==> src/rtl/deserializer_sipo.sv <==
// Serial-in/parallel-out receiver: assembles LSB-first frames into DATA_WIDTH-bit words on a valid/ready port.
// Optional even-parity bit per frame when DESER_PARITY_EN is defined.
module deserializer_sipo #(
    parameter int DATA_WIDTH = 8
) (
    input  logic                  clk,
    input  logic                  rst,
    input  logic                  srl_in,
    input  logic                  srl_en,
    input  logic                  srl_sof,
    output logic [DATA_WIDTH-1:0] data_out,
    output logic                  data_valid,
    input  logic                  data_ready,
    output logic                  busy,
    output logic                  overrun,
    input  logic                  ovr_clr,
    output logic                  frame_err,
    output logic                  parity_err
);

    localparam int CNT_W = $clog2(DATA_WIDTH + 1);
    localparam logic [CNT_W-1:0] CNT_ONE  = CNT_W'(1);
    localparam logic [CNT_W-1:0] CNT_LAST = CNT_W'(DATA_WIDTH - 1);

    typedef enum logic [1:0] {IDLE, SHIFT, PARITY} state_t;

    state_t                state, state_nxt;
    logic [DATA_WIDTH-1:0] sr, sr_shift, word;
    logic [CNT_W-1:0]      cnt;
    logic                  load_bit, first_bit, complete, resync;

    assign sr_shift = {srl_in, sr[DATA_WIDTH-1:1]};
    assign busy     = (state != IDLE);

    always_comb begin
        state_nxt = state;
        load_bit  = 1'b0;
        first_bit = 1'b0;
        complete  = 1'b0;
        resync    = 1'b0;
        case (state)
            IDLE: begin
                if (srl_en && srl_sof) begin
                    load_bit  = 1'b1;
                    first_bit = 1'b1;
                    state_nxt = SHIFT;
                end
            end
            SHIFT: begin
                if (srl_en) begin
                    load_bit = 1'b1;
                    if (srl_sof) begin
                        first_bit = 1'b1;
                        resync    = 1'b1;
                    end else if (cnt == CNT_LAST) begin
`ifdef DESER_PARITY_EN
                        state_nxt = PARITY;
`else
                        complete  = 1'b1;
                        state_nxt = IDLE;
`endif
                    end
                end
            end
            PARITY: begin
                // The parity bit itself is never shifted into sr; a sof here restarts the frame.
                if (srl_en) begin
                    if (srl_sof) begin
                        load_bit  = 1'b1;
                        first_bit = 1'b1;
                        resync    = 1'b1;
                        state_nxt = SHIFT;
                    end else begin
                        complete  = 1'b1;
                        state_nxt = IDLE;
                    end
                end
            end
            default: state_nxt = IDLE;
        endcase
    end

`ifdef DESER_PARITY_EN
    logic parity_q;
    assign word       = sr;
    assign parity_err = parity_q;

    always_ff @(posedge clk) begin
        if (!rst)
            parity_q <= 1'b0;
        else if (complete && (!data_valid || data_ready))
            parity_q <= (^sr) ^ srl_in;
    end
`else
    assign word       = sr_shift;
    assign parity_err = 1'b0;
`endif

    always_ff @(posedge clk) begin
        if (!rst) begin
            state      <= IDLE;
            sr         <= '0;
            cnt        <= '0;
            data_out   <= '0;
            data_valid <= 1'b0;
            overrun    <= 1'b0;
            frame_err  <= 1'b0;
        end else begin
            state     <= state_nxt;
            frame_err <= resync;
            if (load_bit)
                sr <= sr_shift;
            if (state_nxt == IDLE)
                cnt <= '0;
            else if (first_bit)
                cnt <= CNT_ONE;
            else if (load_bit)
                cnt <= cnt + CNT_ONE;

            // output stage: a completed word either loads or is dropped as an overrun
            if (complete && (!data_valid || data_ready)) begin
                data_out   <= word;
                data_valid <= 1'b1;
            end else if (data_ready) begin
                data_valid <= 1'b0;
            end

            if (complete && data_valid && !data_ready)
                overrun <= 1'b1;
            else if (ovr_clr)
                overrun <= 1'b0;
        end
    end

endmodule

==> config.mk <==
export PLATFORM = sky130hd
export DESIGN_NAME = deserializer_sipo
export DESIGN_NICKNAME = d
export VERILOG_FILES = /design/src/rtl/deserializer_sipo.sv
export SDC_FILE = /design/constraint.sdc
export NUM_CORES = 1
export LEC_CHECK = 0
export ABC_AREA = 1
export BUFFER_PORTS_ARGS = -buffer_cell sky130_fd_sc_hd__buf_2
export CORE_MARGIN = 1.5
export CORE_UTILIZATION = 35
export CTS_CLUSTER_SIZE = 30
export DETAILED_ROUTE_END_ITERATION = 6
export GPL_TIMING_DRIVEN = 0
export PLACE_DENSITY = 0.51
export RECOVER_POWER = 25
export REMOVE_ABC_BUFFERS = 1
export SETUP_SLACK_MARGIN = 0.3
export SLEW_MARGIN = 10
export SYNTH_ARGS = -nofsm -noshare
export SYNTH_HDL_FRONTEND = slang
export SYNTH_SLANG_ARGS = --single-unit
==> constraint.sdc <==
create_clock -name clk -period 2.3 [get_ports clk]
set_input_delay 0.345 -clock clk [delete_from_list [all_inputs] [get_ports clk]]
set_output_delay 0.345 -clock clk [all_outputs]
set_load 0.01 [all_outputs]
Word-level counts from Yosys, hierarchy flattened

Index checks and enable logic that the tools add are counted.

Muxes and demuxes: 25
Eq/ne operators: 3
Bitwise logic cells: 1
Reduce and logical (&&, ||, !) cells: 17
Add/subtract/negate cells: 1

Operators with widths:

| operator              | count |
|---|---|
| $mux W1               | 16 |
| $mux W2               | 5 |
| $reduce_bool A2 Y1    | 4 |
| $pmux W2 S3           | 1 |
| $add A4 B1 Y4 const B | 1 |
| $eq A4 B3 Y1 const B  | 1 |
| $logic_and A1 B1 Y1   | 4 |
| $logic_not A2 Y1      | 2 |
| $pmux W1 S2           | 2 |
| $reduce_or A2 Y1      | 2 |
| $pmux W1 S3           | 1 |
| $reduce_or A3 Y1      | 1 |
| $eq A2 B1 Y1 const B  | 1 |
| $eq A2 B2 Y1 const B  | 1 |
| $logic_not A1 Y1      | 2 |
| $reduce_and A2 Y1     | 1 |
| $logic_or A1 B1 Y1    | 1 |
| $not A1 Y1            | 1 |

Register bits: 25
Input port bits: 7
Logic and storage cells: 55
Output and inout bits: 13

Depth between registers and ports, before layout

Depth in word-level cells: 8
Depth in mapped cells: 10
Mapped depth without buffers: 10

Least setup slack after synthesis

Ideal clock, no wire load.

Kind: register to register
Start point: register state[0]
End point: register cnt[3]
Stages on the path, launching flop included: 10
Setup slack: 0.913 ns
Path buffers: 0
Data arrival time: 1.323 ns
Data required time: 2.236 ns
Library setup time: 0.064 ns
Clock period less this slack: 1.387 ns
Path through: dfxtp_1 -> inv_1 -> ha_1 -> nor2_1 -> o21ai_2 -> nand2_2 -> clkinv_2 -> o21ai_0 -> inv_1 -> nor2_1

Word-level cells in the longest chain between the ends: 6
Elaborated cells on any way between the ends: 14
Those cells by class: 2 x eq/ne; 8 x mux; 4 x reduce/logical

RTL lines:

| element                           | line | RTL |
|---|---|---|
| start: declaration                | 27   | `state_t state, state_nxt;` |
| start signal: assignment          | 109  | `state <= state_nxt;` |
| $mux W2                           | 55   | `end else if (cnt == CNT_LAST) begin` |
| $mux W2                           | 52   | `if (srl_sof) begin` |
| $mux W2                           | 50   | `if (srl_en) begin` |
| $pmux W2 S3                       | 41   | `case (state)` |
| $logic_not A2 Y1                  | 113  | `if (state_nxt == IDLE)` |
| $reduce_or A3 Y1 (no source line) | n/a  |  |
| end signal: assignment            | 118  | `cnt <= cnt + CNT_ONE;` |
| end: declaration                  | 29   | `logic [CNT_W-1:0] cnt;` |

Several ways; a longest one is shown, not always the timed one.
A chain may end at the register's enable or synchronous reset.

Worst setup path in the final report

Ends and elaborated chain as after synthesis.

==> PnR_summary.wiki <==
{| class="wikitable"
! Metric !! Value
|-
| Async set-reset flop share out of synthesis || 0%
|-
| Source of the critical timing path || state[0]$_SDFF_PN0_
|-
| Main area contributors after synthesis || dfxtp_1, nand2_1, inv_1
|-
| Largest net degree at the start of global routing || 18
|-
| Clock transition at the registers of the reported paths || 130 ps
|-
| Post-Syn Area || 1130 sq um
|-
| Setup TNS || 0 ps
|-
| DP Wirelength || 1.49 mm
|-
| Remaining antenna violation count || 0
|-
| Area share of the largest cell type after synthesis || 42.3%
|-
| Worst setup EP type || flip-flop
|-
| Endpoint of the worst register-to-register path || cnt[3]$_SDFFE_PP0P_
|-
| Final GP Congestion || 0.747
|-
| Detail-routed net length per standard cell || 9.01 um
|-
| Instance count of the mapped netlist || 160
|-
| Total number of nets in the final design || 191
|-
| Power per standard cell area || 593 nW/um^2
|-
| CP max stage cell || dfxtp_1
|-
| Data required, critical path || 2560 ps
|-
| Commonest cells post-synth || nand2_1, inv_1, dfxtp_1
|-
| TritonCTS clock tree || done
|-
| Wirelength, routed || 2.00 mm
|-
| Highest cell delay on the worst timing path || 440 ps
|-
| Worst Min Path Start || ovr_clr
|-
| Count of input and output buffers || 18
|-
| FF-to-FF setup slack || 600 ps
|-
| Origin of the critical flop-to-flop path || state[0]$_SDFF_PN0_
|-
| Startpoint-to-endpoint class of the critical path || flip-flop to flip-flop
|-
| Reg2reg path depth || 9
|-
| Per-instance average area after synthesis || 7.09 sq um
|-
| Sinks on the clock net || 24
|-
| Max VDD drop || 0.152 mV
|-
| Final-layout worst hold slack || 271 ps
|-
| Final critical-path share of the clock period || 74.0%
|-
| Unrepaired setup endpoints after global routing || false
|-
| Cell area after placement || 1250 sq um
|-
| Max-cap violations || 0
|-
| Initial antenna violation count || 0
|-
| Die ar. || 3590 sq um
|-
| Number of global-route vias before repair || 855
|-
| Clock network fraction of total power || 29.6%
|-
| Final Critical Period || 1700 ps
|-
| Leading cell type by number of instances after synthesis || nand2_1
|-
| Final-report hold violation count || 0
|-
| P_sw || 198 uW
|-
| Boundary Pins || 20
|-
| Post-CTS repair timing setup buffer count || 0
|-
| Buffer depth of the longest clock path || 2
|-
| Largest fanout on the critical path || 12
|-
| First-pass iteration count of the detailed router || 4
|-
| Fin. max-slew vios || 0
|-
| Area inside the core boundary || 3080 sq um
|-
| Number of different library cells in the post-synthesis netlist || 24
|-
| Fmax achieved || 588 MHz
|-
| Part of the power in combinational logic || 12.0%
|-
| Count of antenna diodes in the layout || 0
|-
| Commonest register cell after synthesis || dfxtp_1
|-
| Worst min path class || input port to flip-flop
|-
| Total track usage || 12.9%
|-
| Register share of total power || 58.5%
|-
| P_int || 560 uW
|-
| Count of yosys warnings during synthesis || 0
|-
| Layout-stage area growth over the synthesis result || 12.6%
|-
| Number of standard-cell rows in the floorplan || 20
|-
| Post-cts gate resize count || 0
|-
| Switching fraction of total power || 26.1%
|-
| Per-cell via count in the routed design || 4.28
|-
| Total global routing overflow || 0
|-
| Count of flip-flops with a built-in enable after synthesis || 0
|-
| Setup violations, final || 0
|-
| Share of the core filled with cells in the final layout || 41.5%
|-
| CTS Hold Bufs || 0
|-
| Outcome || completed
|-
| Synthesis-stage register bit count || 24
|-
| Die width || 59.9 um
|-
| Min-Delay Endpoint || overrun$_SDFFE_PN0P_
|-
| Leak || 0.000594 uW
|-
| Hold depth || 4
|-
| Cell Chain, Critical Path || inv_1 -> ha_1 -> nor2_1 -> o21ai_2 -> nand2_2 -> clkinv_2 -> o21ai_0 -> inv_1 -> nor2_1
|-
| DRC viols || 0
|-
| Cell taking the most area after synthesis || dfxtp_1
|-
| Clock latency on the worst-skew pair || 310 ps
|-
| Startpoint Class || flip-flop
|-
| Sequential-to-total area share from yosys stat || 42.3%
|-
| Total number of H-tree levels || 1
|-
| Arrival time of the worst setup path || 1960 ps
|-
| Vias || 950
|-
| TritonCTS buffer count || 3
|-
| Clk root buf || clkbuf_4
|-
| First-iteration detailed-routing DRC count || 47
|-
| Final design area excluding fillers || 1280 sq um
|-
| First-pass GRT wire length || 3.44 mm
|-
| Effective utilization at floorplan || 36.9%
|-
| Chip Height || 59.9 um
|-
| Share of layout cells above drive strength 1 || 11.2%
|-
| Post-route clock skew || 2.19 ps
|}
## worst max path at each step
stage	to	slack, ps	depth (start not counted)
4_1_cts	cnt[3]$_SDFFE_PP0P_	560	9
6_report	cnt[3]$_SDFFE_PP0P_	600	9
2_1_floorplan	cnt[3]$_SDFFE_PP0P_	820	9
3_3_place_gp	cnt[3]$_SDFFE_PP0P_	610	9
5_1_grt	cnt[3]$_SDFFE_PP0P_	380	9
3_5_place_dp	cnt[3]$_SDFFE_PP0P_	610	9
## flip-flops by register name (all words and copies together) (netlist names)
| signal | count |
|---|---|
| data_out | 8 |
| sr | 7 |
| cnt | 4 |
| state | 2 |
| data_valid | 1 |
| frame_err | 1 |
| overrun | 1 |
## cells by family after synthesis
logic type	after synthesis	synth area share [%]
DFF	24	42.3
buffers and inverters	34	12.5
xor gates and xnor gates	2	1.54
and+or+nand+nor	62	23.0
AOI/OAI and AO/OA	32	14.8
adders and majority gates	5	5.51
other	1	0.330
## area by class of cell
type	instances	area, sq um
Clock buffer	4	36.3
Fill cell	333	1800
Inverter	30	114
Multi-Input combinational cell	102	513
Sequential cell	24	480
Tap cell	44	55.1
Timing Repair Buffer	18	78.8
## worst max-delay path, delay by kind of cell, from the launching register on
kind | cells | cell delay (ps)
flops | 1 | 440
simple gates | 3 | 390
buf+inv | 3 | 320
compound gates | 2 | 250
fa+ha+maj | 1 | 230
## per-stage QoR
stage	instances	power [uW]	setup slack, ps
3_3_place_gp	218	542	608
6_report	222	757	598
4_1_cts	222	773	562
3_5_place_dp	218	543	608
2_1_floorplan	156	516	815
5_1_grt	222	815	376
## per-layer routing
layer | vias to the layer above | global-route usage (%) | part of all wire, %
met2 | 10 | 22.0 | 46
met3 | 2 | 1.95 | 2.3
met1 | 412 | 15.4 | 50
li1 | 526 | - | -
met4 | 0 | 6.67 | 1.0
met5 | - | 0 | 0
## power by group through the flow
| stage | Clock (uW) | Combinational [uW] | Sequential (uW) |
|---|---|---|---|
| after global routing | 263 | 107 | 445 |
| after global placement | 0 | 90.2 | 451 |
| final | 224 | 90.5 | 443 |
| after floorplan | 0 | 66.9 | 449 |
| after CTS | 239 | 91.5 | 443 |
| after detailed placement | 0 | 91.1 | 452 |
## layout by cell type, fill, tap and decap left out
cell      instances
nand2_1          30
inv_1            29
dfxtp_1          24
nor2_1           20
o21ai_0          15
a21oi_1          13
buf_2             9
clkbuf_1          9
nand3_1           5
ha_1              5
clkbuf_4          3
o21ai_1           2
nand2_2           2
o21ai_2           2
or2_1             1
nor2_2            1
nand4_2           1
clkinv_2          1
nand4_1           1
nor3_1            1
xor2_1            1
xnor2_1           1
conb_1            1
clkbuf_8          1
(Power assumes the default switching activity.)
